**src/rtl/segment_led_decoder.sv**
```systemverilog
// Receive-side decoder for the 9-bit segment-LED bus (S,P,GFEDCBA): debounce, lock, decode to hex + dp.
// Define SEG_DEC_ACTIVE_LOW_EN for common-anode (active-low) segment and dp inputs.
module segment_led_decoder #(
  parameter int STABLE_CYCLES = 16,
  parameter int CNT_W         = 8
) (
  input  logic             clk_in,
  input  logic             rst_n_in,
  input  logic [8:0]       seg_in,
  output logic [3:0]       digit,
  output logic             dp,
  output logic             digit_valid,
  output logic             blank,
  output logic             illegal,
  output logic             update,
  output logic [CNT_W-1:0] change_cnt
);

  typedef enum logic [1:0] {ST_BLANK, ST_SETTLE, ST_LOCKED} state_t;

  localparam logic [15:0] LAST_CNT = 16'(STABLE_CYCLES - 1);

  state_t           state_q, state_d;
  logic [8:0]       seg_pol;
  logic [8:0]       sync1_q, s_q;
  logic [8:0]       h_q, h_d;
  logic [8:0]       acc_q, acc_d;
  logic [15:0]      cnt_q, cnt_d, cnt_inc;
  logic [3:0]       digit_q, digit_d;
  logic             dp_q, dp_d, valid_q, valid_d, blank_q, blank_d;
  logic             illegal_q, illegal_d, update_q, update_d;
  logic [CNT_W-1:0] cc_q, cc_d;
  logic             change, accept;
  logic [4:0]       dec;

`ifdef SEG_DEC_ACTIVE_LOW_EN
  assign seg_pol = {seg_in[8], ~seg_in[7:0]};
`else
  assign seg_pol = seg_in;
`endif

  // Returns {legal, value}; any code outside the hex table is flagged illegal.
  function automatic logic [4:0] decode(input logic [6:0] code);
    case (code)
      7'h3F:   return 5'h10;
      7'h06:   return 5'h11;
      7'h5B:   return 5'h12;
      7'h4F:   return 5'h13;
      7'h66:   return 5'h14;
      7'h6D:   return 5'h15;
      7'h7D:   return 5'h16;
      7'h07:   return 5'h17;
      7'h7F:   return 5'h18;
      7'h6F:   return 5'h19;
      7'h77:   return 5'h1A;
      7'h7C:   return 5'h1B;
      7'h39:   return 5'h1C;
      7'h5E:   return 5'h1D;
      7'h79:   return 5'h1E;
      7'h71:   return 5'h1F;
      default: return 5'h00;
    endcase
  endfunction

  assign change  = (s_q != h_q);
  assign cnt_inc = cnt_q + 16'd1;
  assign dec     = decode(h_q[6:0]);

  // State register
  always_ff @(posedge clk_in or negedge rst_n_in) begin
    if (!rst_n_in) state_q <= ST_BLANK;
    else           state_q <= state_d;
  end

  // Next state: h itself counts as the first stable sample, so acceptance
  // happens when the incremented count reaches STABLE_CYCLES-1.
  always_comb begin
    state_d = state_q;
    accept  = 1'b0;
    if (change) begin
      state_d = ST_SETTLE;
    end else if (state_q == ST_SETTLE && cnt_inc == LAST_CNT) begin
      accept  = 1'b1;
      state_d = h_q[8] ? ST_BLANK : ST_LOCKED;
    end
  end

  always_comb begin
    h_d       = h_q;
    cnt_d     = cnt_q;
    acc_d     = acc_q;
    digit_d   = digit_q;
    dp_d      = dp_q;
    valid_d   = valid_q;
    blank_d   = blank_q;
    illegal_d = illegal_q;
    update_d  = 1'b0;
    cc_d      = cc_q;
    if (change) begin
      h_d   = s_q;
      cnt_d = '0;
    end else if (state_q == ST_SETTLE) begin
      cnt_d = cnt_inc;
      if (accept) begin
        cnt_d = '0;
        acc_d = h_q;
        if (h_q != acc_q) begin
          update_d = 1'b1;
          if (cc_q != '1) cc_d = cc_q + 1'b1;
        end
        if (h_q[8]) begin
          blank_d   = 1'b1;
          valid_d   = 1'b0;
          illegal_d = 1'b0;
        end else begin
          blank_d   = 1'b0;
          dp_d      = h_q[7];
          valid_d   = dec[4];
          illegal_d = ~dec[4];
          if (dec[4]) digit_d = dec[3:0];
        end
      end
    end
  end

  always_ff @(posedge clk_in or negedge rst_n_in) begin
    if (!rst_n_in) begin
      sync1_q   <= 9'h100;
      s_q       <= 9'h100;
      h_q       <= 9'h100;
      acc_q     <= 9'h100;
      cnt_q     <= '0;
      digit_q   <= '0;
      dp_q      <= 1'b0;
      valid_q   <= 1'b0;
      blank_q   <= 1'b1;
      illegal_q <= 1'b0;
      update_q  <= 1'b0;
      cc_q      <= '0;
    end else begin
      sync1_q   <= seg_pol;
      s_q       <= sync1_q;
      h_q       <= h_d;
      acc_q     <= acc_d;
      cnt_q     <= cnt_d;
      digit_q   <= digit_d;
      dp_q      <= dp_d;
      valid_q   <= valid_d;
      blank_q   <= blank_d;
      illegal_q <= illegal_d;
      update_q  <= update_d;
      cc_q      <= cc_d;
    end
  end

  // Outputs
  always_comb begin
    digit       = digit_q;
    dp          = dp_q;
    digit_valid = valid_q;
    blank       = blank_q;
    illegal     = illegal_q;
    update      = update_q;
    change_cnt  = cc_q;
  end

endmodule

```
**config.mk**
```make
export PLATFORM = sky130hd
export DESIGN_NAME = segment_led_decoder
export DESIGN_NICKNAME = d
export VERILOG_FILES = /design/src/rtl/segment_led_decoder.sv
export SDC_FILE = /design/constraint.sdc
export NUM_CORES = 1
export LEC_CHECK = 0
export BUFFER_PORTS_ARGS = -buffer_cell sky130_fd_sc_hd__buf_2
export CAP_MARGIN = 20
export CORE_MARGIN = 2
export CORE_UTILIZATION = 40
export DETAILED_ROUTE_END_ITERATION = 6
export MAX_ROUTING_LAYER = met4
export RECOVER_POWER = 50
export SLEW_MARGIN = 30
export SYNTH_ARGS = -nofsm -noshare
export SYNTH_HDL_FRONTEND = slang
export SYNTH_SLANG_ARGS = --single-unit
```
**constraint.sdc**
```tcl
create_clock -name clk_in -period 3.8 [get_ports clk_in]
set_input_delay 0.57 -clock clk_in [delete_from_list [all_inputs] [get_ports clk_in]]
set_output_delay 0.57 -clock clk_in [all_outputs]
set_load 0.03 [all_outputs]
```
### Word level (Yosys, flattened, before mapping)

Cells that the tools add are included.

* output and inout bits: 17
* bits in registers: 71
* word-level logic and storage cells: 62

* reductions and logical operators: 7
* bitwise logic cells: 3
* add/sub/neg operators: 2
* mux-type cells: 16
* eq/ne operators: 21

Operator list (count)
* 7-bit equality test, second input constant: 12
* 5-bit one-hot mux with 16 select lines: 1
* 16-bit 2-to-1 mux: 3
* 9-bit inequality test: 2
* 16-bit by 1-bit adder with 16-bit output, second input constant: 1
* 16-bit by 4-bit equality test with 1-bit output, second input constant: 1
* 7-bit by 3-bit equality test with 1-bit output, second input constant: 2
* 7-bit by 6-bit equality test with 1-bit output, second input constant: 2
* 5-bit AND reduction: 2
* 1-bit 2-to-1 mux: 9
* 8-bit by 1-bit adder with 8-bit output, second input constant: 1
* 8-bit inequality test, second input constant: 1
* 2-bit 2-to-1 mux: 3
* 4-bit AND reduction: 1
* 2-bit nonzero test: 2
* 1-bit NOT: 3
* 3-bit AND reduction: 1
* 2-bit by 1-bit equality test with 1-bit output, second input constant: 1
* 1-bit logical AND: 1

### Depth between registers and ports, before layout

* depth in word-level cells: 8
* mapped depth: 9

### Least setup slack after synthesis

OpenSTA, ideal clock, no wires.

* path kind: reg2reg
* start point: reg cnt_q[0]
* end point: reg acc_q[1]
* clock period less this slack: 2409 ps
* arrival: 2284 ps
* buffers on the path: 1
* slack: 1391 ps
* cell stages (with the launch flop): 9
* cells stage by stage: dfrtp_1 -> ha_1 -> a21oi_1 -> nor2b_1 -> o311ai_0 -> nand4_2 -> nor3_4 -> buf_6 -> mux2_2

* longest elaborated chain between the ends: 6

Ends and longest elaborated chain
* from (decl): line 28 `logic [15:0] cnt_q, cnt_d, cnt_inc;`
* from (signal assigned): line 145 `cnt_q <= cnt_d;`
* 16-bit by 1-bit adder with 16-bit output: line 66 `assign cnt_inc = cnt_q + 16'd1;`
* 16-bit by 4-bit equality test with 1-bit output: line 82 `end else if (state_q == ST_SETTLE && cnt_inc == LAST_CNT) begin`
* 1-bit logical AND: line 82
* 1-bit 2-to-1 mux: line 82
* 1-bit 2-to-1 mux: line 80 `if (change) begin`
* 3-bit AND reduction (no line)
* to (signal assigned): line 131 `acc_q <= 9'h100;`
* to (signal assigned): line 144 `acc_q <= acc_d;`
* to (decl): line 27 `logic [8:0] acc_q, acc_d;`

Every way passes these cells.
A chain may end at the register's enable or synchronous reset.

### Worst setup path in the final report

* start point: reg cnt_q[0]
* end point: reg digit_q[2], in the netlist digit[2]

* longest elaborated chain between the ends: 6

Ends and longest elaborated chain
* 16-bit by 1-bit adder with 16-bit output: line 66
* 16-bit by 4-bit equality test with 1-bit output: line 82
* 1-bit logical AND: line 82
* 1-bit 2-to-1 mux: line 82
* 1-bit 2-to-1 mux: line 80
* 5-bit AND reduction (no line)
* to (signal assigned): line 146 `digit_q <= digit_d;`
* to (decl): line 29 `logic [3:0] digit_q, digit_d;`

Every way passes these cells.

==> results.ini <==
[sta]
final_max_slew_viol_count=42
fin_crit_sh_pct=79.1
fmax_mhz=333
finalCriticalPeriod_ns=3.01
hold_viol_final=0
hold_ws_ns=0.328
finalSetupViolCount=0
max-slew-margin-rel_pct=-42.8
tns_ns=0
rsz0062_at_grt=false
setup_slack_ns=0.795
skew_ns=0.00693
max_slew.worst_pin.slew_ns=2.14

[floorplanning]
rows=34
pin_count=28
die_area_mm2=0.00957
start_util_pct=40.8
fp.coreArea_mm2=0.00864
die_y_um=97.8
die_width_um=97.8

[logic_synthesis]
syn_area_mm2=0.00352
synth-main-ff-cell=dfrtp_1
ys_ff_latch=70
synth_edf_count=0
syn_nets=359
synth_xor_area_share_pct=9.21
synthTopCellsByArea=dfrtp_1 47%, xor2_1 5.5%, nor2_1 3.7%
yosysTopAreaCellShare_pct=46.9
synth-compound-area-share_pct=7.93
syn_inst=345
synth_seq_area_share_pct=49.9
ys_warn_count=0
synth_top_family_by_area=simple AND/OR/NAND/NOR gates
yosys.area_share.adder_pct=1.07
synth_top_area_cell=dfrtp_1
synth_mux_area_share_pct=5.51
synth_simple_gate_area_share_pct=22.2
synth_area_per_cell_um2=10.2
synth.distinct_cells=56
async_reset_ff_share_pct=100

[final_layout]
nFillCells=835
area_growth_syn_to_layout_pct=11.2
multiInputGateArea_mm2=0.00162
layout.cells.non_filler=474
antenna_cells=0
drive_gt1_share_pct=21.3
fin_nets=375
seqCellArea_mm2=0.00176

[clocking]
insertion_delay_ns=0.34
clock-root-buffer=clkbuf_8
post_cts_buffers=0
numCtsBuffers=9
hold_buffers=0
cts_tree=built
cts-htree-levels=3
clk_pin_slew_ns=0.08
max-clock-path-buffers=2
cts_resized=0
clock_sinks=70

[worst_hold_path]
hold_path.class=in2reg

[detailed_routing]
vias_per_cell=5.27
drtAntennaViolNets=0
route.vias.total=2496
routed_wl_um=6700
drt_pass1_iterations=4
wire_per_inst_um=14.1
drc=0
drt_iter0_drc=153

[placement]
pre_cts_ws_ns=0.800
post-place-cells=458
hpwlAfterDp_um=4690
gp_congestion=0.817
port_buffers=27

[setup_path]
start_kind=register
endpoint_kind=register
critical_path_arrival_ns=3.23
crit_fanout=12
criticalPathCategory=reg2reg
critPathRequiredTime_ns=4.03

[pwr]
ir_worst_vdd_mv=0.282
p_total_uw=1450
p_leak_uw=0.00169
power_density_mw_per_mm2=372

[run_status]
status=finished with violations
violations=max-capacitance violations, max-slew violations

[global_routing]
grt_max_degree=42
track_usage_pct=15.2
grt_pass1_vias=2431
grt_pass1_wl_um=11600
antenna_found_initial=0
grt-ovfl-total=0

[job]
cap_violations=1

## layout by cell type (no fill, tap or decap), types with 4 or more instances in the layout
master and instances:
nor3_1 7, clkbuf_1 4, nand2_1 29, or3_1 7
inv_1 7, nor2_1 35, buf_2 26, mux2_2 11
buf_4 4, mux2_4 4, nand2b_1 5, xnor2_1 15
xor2_1 22, nand4_1 13, nand3_1 18, nand3b_1 4
a21oi_1 13, clkbuf_8 10, o21ai_0 10, dfrtp_1 66
## sequential cells by signal (all words and copies together) (netlist names)
register     flops
acc_q            9
change_cnt       8
cnt_q           16
digit            4
digit_valid      1
dp               1
h_q              9
illegal          1
s_q              9
state_q          2
sync1_q          9
update           1
## synthesized netlist by cell type (2+ instances only)
master / number
nand2_1: 29
and4b_1: 2
or3_1: 7
buf_2: 3
nor2b_1: 2
nand4_1: 13
o21ai_0: 10
xor2_1: 22
nor2_1: 35
and3_1: 3
or2_2: 2
nor4_1: 3
clkbuf_1: 22
inv_1: 7
nand4b_1: 2
a211oi_1: 2
ha_1: 3
nand3_1: 18
mux2_2: 11
nand2b_1: 5
mux2_4: 4
nand3b_1: 4
xnor2_1: 15
dfrtp_1: 66
nor3_1: 7
a21oi_1: 13
dfstp_2: 4
o32ai_1: 2
or4_1: 2
## cell type report
class / count / share of cell area (%)
multi-input combinational: 240 / 41.3
tap: 108 / 3.45
clock buffer: 11 / 3.61
clock inverter: 5 / 1.66
sequential: 70 / 44.9
inverter: 7 / 0.672
timing repair buffer: 33 / 4.38
## routing by layer
layer / GRT usage, % / vias to the layer above / part of all wire (%)
met5: - / - / 0
met4: 4.59 / 0 / 0.54
met3: 3.36 / 5 / 3.8
met2: 22.9 / 47 / 46
met1: 20.9 / 1217 / 50
li1: - / 1227 / -
## metrics by stage
stage,util [%],area [µm²]
floorplan,-,3520
global placement,43.0,3710
detailed placement,43.0,3710
CTS,45.4,3920
global route,45.3,3910
finish,45.3,3910
## path summary, 6_finish.rpt
path,startpoint,endpoint,slack (ns),cells after the start
worst max-delay path,cnt_q[0],digit[2],0.79,8
worst max register to register,cnt_q[0],digit[2],0.79,8
worst min-delay path,seg_in[8],sync1_q[8],0.33,1
min in group asynchronous,rst_n_in,digit[0],0.84,1
max in group asynchronous,rst_n_in,cnt_q[5],1.35,2
worst min register to register,sync1_q[7],s_q[7],0.35,0
## cell families (layout without fill, tap and decap cells)
kind of cell             count (synthesis)  count (layout)
AND/OR/NAND/NOR                        143             143
buffers and inverters                   35              56
flip-flops                              70              70
adder cells (fa/ha/maj)                  3               3
XOR/XNOR                                37              37
AO/OA/AOI/OAI                           41              41
multiplexers                            16              16
## critical path, cell delays in order (launching register included)
cell	delay, ns
dfrtp_1	0.46
ha_1	0.31
a21oi_1	0.14
nor2b_1	0.05
o311ai_0	0.64
nand4_2	0.24
nor3_4	0.55
nand3_4	0.19
mux2_4	0.33
## power breakdown
group | total [µW] | internal, µW | switching (µW)
sequential | 783 | 760 | 23.2
combinational | 50.4 | 20.7 | 29.7
clock | 620 | 330 | 290
total | 1450 | 1110 | 343
No activity file was read; power rests on OpenSTA's default activity.
